--- src/rtl/dm_port_arbiter.sv ---
// Shares one data memory between the CPU MEM stage and a word-copy DMA engine.
// Latency: grant and memory mux are combinational; DMA read data returns registered one cycle after grant.
// Backpressure: a losing CPU is stalled; the DMA holds its request until granted, forced in after STARVE_MAX contended losses.
module dm_port_arbiter #(
    parameter int unsigned STARVE_MAX = 4
) (
    input  logic        clk,
    input  logic        reset,
    input  logic        cpu_req,
    input  logic        cpu_we,
    input  logic [31:0] cpu_addr,
    input  logic [31:0] cpu_wdata,
    input  logic [4:0]  cpu_load_ctrl,
    input  logic [4:0]  cpu_save_ctrl,
    input  logic [31:0] cpu_pc,
    output logic        cpu_stall,
    output logic [31:0] cpu_rdata,
    input  logic        dma_req,
    input  logic        dma_we,
    input  logic [31:0] dma_addr,
    input  logic [31:0] dma_wdata,
    output logic        dma_gnt,
    output logic        dma_rvalid,
    output logic [31:0] dma_rdata,
    output logic        dm_wen,
    output logic [31:0] dm_addr,
    output logic [31:0] dm_din,
    output logic [31:0] dm_pc,
    output logic [4:0]  dm_load_ctrl,
    output logic [4:0]  dm_save_ctrl,
    input  logic [31:0] dm_dout,
    output logic        owner,
    output logic [3:0]  starve_cnt
);

    localparam logic [3:0] STARVE_LIM = 4'(STARVE_MAX);

    typedef enum logic {S_CPU = 1'b0, S_DMA = 1'b1} owner_e;

    typedef struct packed {
        logic        wen;
        logic [31:0] addr;
        logic [31:0] din;
        logic [31:0] pc;
        logic [4:0]  load_ctrl;
        logic [4:0]  save_ctrl;
    } mem_req_t;

    owner_e      owner_q, owner_d;
    logic [3:0]  starve_cnt_q, starve_cnt_d;
    logic        dma_rvalid_q, dma_rvalid_d;
    logic [31:0] dma_rdata_q, dma_rdata_d;
    logic        cpu_gnt;
    mem_req_t    mem;

    // DMA byte-lane bits are meaningless for word transfers.
    logic unused_dma_addr_lo;
    assign unused_dma_addr_lo = &{1'b0, dma_addr[1:0]};

    always_comb begin
        dma_gnt = dma_req & (~cpu_req | (starve_cnt_q == STARVE_LIM));
        cpu_gnt = cpu_req & ~dma_gnt;

        mem = '{wen: 1'b0, addr: cpu_addr, din: cpu_wdata, pc: cpu_pc,
                load_ctrl: 5'd0, save_ctrl: 5'd0};
        if (dma_gnt) begin
            mem.wen       = dma_we;
            mem.addr      = {dma_addr[31:2], 2'b00};
            mem.din       = dma_wdata;
            mem.pc        = 32'd0;
            mem.load_ctrl = dma_we ? 5'd0 : 5'd5;
            mem.save_ctrl = dma_we ? 5'd3 : 5'd0;
        end else if (cpu_gnt) begin
            mem.wen       = cpu_we & (cpu_save_ctrl != 5'd0);
            mem.load_ctrl = cpu_load_ctrl;
            mem.save_ctrl = cpu_save_ctrl;
        end

        starve_cnt_d = starve_cnt_q;
        if (dma_gnt) begin
            starve_cnt_d = 4'd0;
        end else if (cpu_gnt && dma_req) begin
            starve_cnt_d = (starve_cnt_q >= STARVE_LIM) ? STARVE_LIM : starve_cnt_q + 4'd1;
        end

        owner_d = owner_q;
        if (cpu_gnt) begin
            owner_d = S_CPU;
        end else if (dma_gnt) begin
            owner_d = S_DMA;
        end

        dma_rvalid_d = dma_gnt & ~dma_we;
        dma_rdata_d  = dma_rvalid_d ? dm_dout : dma_rdata_q;
    end

    always_ff @(posedge clk) begin
        if (reset) begin
            owner_q      <= S_CPU;
            starve_cnt_q <= 4'd0;
            dma_rvalid_q <= 1'b0;
            dma_rdata_q  <= 32'd0;
        end else begin
            owner_q      <= owner_d;
            starve_cnt_q <= starve_cnt_d;
            dma_rvalid_q <= dma_rvalid_d;
            dma_rdata_q  <= dma_rdata_d;
        end
    end

    assign cpu_stall    = cpu_req & ~cpu_gnt;
    assign cpu_rdata    = dm_dout;
    assign dma_rvalid   = dma_rvalid_q;
    assign dma_rdata    = dma_rdata_q;
    assign dm_wen       = mem.wen;
    assign dm_addr      = mem.addr;
    assign dm_din       = mem.din;
    assign dm_pc        = mem.pc;
    assign dm_load_ctrl = mem.load_ctrl;
    assign dm_save_ctrl = mem.save_ctrl;
    assign owner        = owner_q;
    assign starve_cnt   = starve_cnt_q;

endmodule

--- config.mk ---
export PLATFORM = sky130hd
export DESIGN_NAME = dm_port_arbiter
export DESIGN_NICKNAME = d
export VERILOG_FILES = /design/src/rtl/dm_port_arbiter.sv
export SDC_FILE = /design/constraint.sdc
export NUM_CORES = 1
export LEC_CHECK = 0
export BUFFER_PORTS_ARGS = -buffer_cell sky130_fd_sc_hd__buf_2
export CAP_MARGIN = 0
export CORE_AREA = 5 5 148 150
export DETAILED_ROUTE_END_ITERATION = 10
export DIE_AREA = 0 0 153 155
export GPL_ROUTABILITY_DRIVEN = 0
export SLEW_MARGIN = 20
export SYNTH_ARGS = -nofsm -noshare
export SYNTH_HDL_FRONTEND = slang
export SYNTH_SLANG_ARGS = --single-unit
--- constraint.sdc ---
create_clock -name clk -period 1.8 [get_ports clk]
set_clock_uncertainty 0.05 [all_clocks]
set_input_delay 0.18 -clock clk [delete_from_list [all_inputs] [get_ports clk]]
set_output_delay 0.18 -clock clk [all_outputs]
set_load 0.02 [all_outputs]
==> flow_metrics.env <==
export IMPL_finalHoldViolCount=0
export IMPL_hp_class="input port to flip-flop"
export IMPL_htreeDepth=2
export IMPL_required_ps=1570
export IMPL_dpl_cell_area_mm2=0.00528
export IMPL_finalMaxSlewViolations=0
export IMPL_max_stage_delay_ps=350
export IMPL_die_x_um=153
export IMPL_die_area_mm2=0.0237
export IMPL_yosysSeqAreaShare=0.252
export IMPL_wire_per_inst_um=17.9
export IMPL_crit_fanout=18
export IMPL_core_area_mm2=0.0206
export IMPL_fmax_mhz=438
export IMPL_start_kind="flip-flop"
export IMPL_antenna_found_initial=8
export IMPL_post_route_min_period_ps=2280
export IMPL_clk_latency_ps=280
export IMPL_leakagePower_uw=0.00303
export IMPL_synth_avg_cell_area_um2=9.32
export IMPL_crit_chain="inv_2 -> ha_4 -> and3b_2 -> o21ai_4 -> buf_12 -> buf_12 -> mux2_2 -> buf_4"
export IMPL_dr_pass1_iters=4
export IMPL_grt_overflow_total=0
export IMPL_portBuffers=384
export IMPL_critPathCaptureType="output pin"
export IMPL_peakVddDrop_v=0.000462
export IMPL_dpl_hpwl_um=15300
export IMPL_timing_final_crit_share=1.27
export IMPL_cts_tree="done"
export IMPL_setup_violations=109
export IMPL_failed_checks="negative setup slack"
export IMPL_wl_um=17400
export IMPL_via_count=3716
export IMPL_cts_buffers=5
export IMPL_ys_seq_elements=38
export IMPL_drc_errors=0
export IMPL_die_h_um=155
export IMPL_setup_ws_ps=-482
export IMPL_num_rows=53
export IMPL_synth_top_area_cell="dfxtp_1"
export IMPL_clk_path_buf_depth=2
export IMPL_syn_area_mm2=0.00302
export IMPL_ys_types=28
export IMPL_path_clk_slew_ps=60
export IMPL_ys_top_cells_by_area="dfxtp_1 25%, mux2_2 23%, nand2b_1 13%, mux2i_1 11%, buf_4 10%"
export IMPL_via_per_inst=3.82
export IMPL_status="finished, violations left"
export IMPL_instances_no_fill=972
export IMPL_drive_gt1_frac=0.739
export IMPL_cp_arrival_ps=2050
export IMPL_tightestPinTransition_ps=244
export IMPL_grt_setup_unrepaired="true"
export IMPL_yosys_warnings=0
export IMPL_drt_iter0_markers=107
export IMPL_root_buffer="clkbuf_16"
export IMPL_netlist_instances=324
export IMPL_cp_slowest_cell="mux2_2"
export IMPL_path_common_cell="buf_12"
export IMPL_fin_area_mm2=0.00589
export IMPL_syn_nets=534
export IMPL_grt_pass1_wl_um=24300
export IMPL_hold_buffers=0
export IMPL_ant_nets=0
export IMPL_grt_max_degree=71
export IMPL_pin_count=387
export IMPL_power_density_mw_per_mm2=582
export IMPL_drv_cap=0
export IMPL_cts_sinks=38
export IMPL_holdWs_ps=81.0
export IMPL_initial_utilization=0.147
export IMPL_diodes=0
export IMPL_yosys_area_top_type_share=0.252
export IMPL_grt_pass1_vias=3913
export IMPL_n_fill_cell=2214
export IMPL_dp_cells=958
export IMPL_track_usage=0.135
export IMPL_area_growth_pct=94.9
export IMPL_relSlewSlack=0.837
export IMPL_fin_nets=906
export IMPL_crit_type="flip-flop to output pin"
flip-flops by register name (all words and copies together) (netlist names):
name        flops
dma_rdata      32
dma_rvalid      1
starve_cnt      4
owner           1
logic make-up after synthesis:
kind of cell               share of synthesized area
DFF                                            0.252
and+or+nand+nor                                0.244
adders and majority gates                    0.00828
buffers and inverters                          0.122
AOI/OAI and AO/OA                             0.0360
muxes                                          0.337
final cells by class:
type,count,area (µm²),area share
clock buffer,7,164,0.0278
multi-input combinational,229,2010,0.341
clock inverter,1,30.0,0.00510
sequential,38,768,0.131
inverter,4,22.5,0.00383
timing repair buffer,418,2550,0.433
tap,275,344,0.0585
per-stage QoR:
| step | TNS [ps] | worst slack, ps | power (µW) | utilization |
|---|---|---|---|---|
| after floorplan | -3800 | -66.5 | 1620 | - |
| after global placement | -10240 | -167 | 2160 | 0.257 |
| after detailed placement | -12360 | -204 | 2170 | 0.257 |
| after CTS | -44880 | -515 | 3450 | 0.283 |
| after global routing | -50500 | -553 | 3590 | 0.286 |
| final | -41280 | -482 | 3430 | 0.286 |
worst max-delay path: cells and delay by family (launching register included):
kind,cells,cell delay (ps)
compound gates,1,150
mux,1,350
fa+ha+maj,1,150
buf+inv,4,530
flops,1,340
simple gates,1,230
cells in the mapped netlist:
| cell type | count |
|---|---|
| a32o_1 | 1 |
| clkbuf_1 | 11 |
| nand2_1 | 3 |
| o21ai_4 | 1 |
| buf_4 | 41 |
| and3b_1 | 1 |
| mux2_2 | 62 |
| or4b_1 | 1 |
| nor3_1 | 5 |
| dfxtp_1 | 38 |
| o32ai_1 | 1 |
| nor3b_1 | 1 |
| o21ba_2 | 1 |
| inv_2 | 1 |
| a21oi_2 | 1 |
| buf_2 | 1 |
| nor2_1 | 3 |
| ha_1 | 2 |
| a21oi_1 | 2 |
| mux2i_1 | 32 |
| nand3b_1 | 1 |
| a211oi_1 | 1 |
| nand2b_1 | 65 |
| a22o_1 | 2 |
| o21ai_0 | 1 |
| inv_1 | 3 |
| a21o_1 | 2 |
| and2_1 | 40 |
cell usage in the layout (no fill, tap or decap), types with 3 or more instances in the layout:
master     instances
and2_1            26
and2_4            14
buf_12             7
buf_2            328
buf_4             47
buf_6             33
buf_8              3
clkbuf_16          6
dfxtp_1           36
mux2_2            52
mux2_4            10
mux2i_1           32
nand2_1            3
nand2b_1          65
nor2_1             3
nor3_1             5
report_power, final:
part	switching [µW]	internal (µW)	leakage, µW
registers	14.7	870	0.000310
logic	711	682	0.00262
clock network	374	777	0.0000953
path summary, 6_finish.rpt:
check | startpoint | slack (ps) | depth (start not counted) | endpoint
worst max-delay path | starve_cnt[1] | -480 | 8 | dm_din[21]
worst min-delay path | dma_we | 80 | 2 | dma_rvalid
worst max register to register | starve_cnt[1] | 120 | 9 | starve_cnt[1]
worst min register to register | owner | 410 | 2 | owner
per-layer routing:
| layer | GRT usage | wire length (µm) |
|---|---|---|
| met5 | 0 | 30 |
| met4 | 0.0216 | 207 |
| met3 | 0.0506 | 1700 |
| met2 | 0.245 | 8670 |
| met1 | 0.153 | 6760 |
what timing repair did:
item	in CTS	in global routing
setup endpoints to repair	109	109
gates resized for setup	98	28
cloned	1	0
pin swaps	8	3
setup buffers	4	4
No activity file was read; power rests on OpenSTA's default activity.
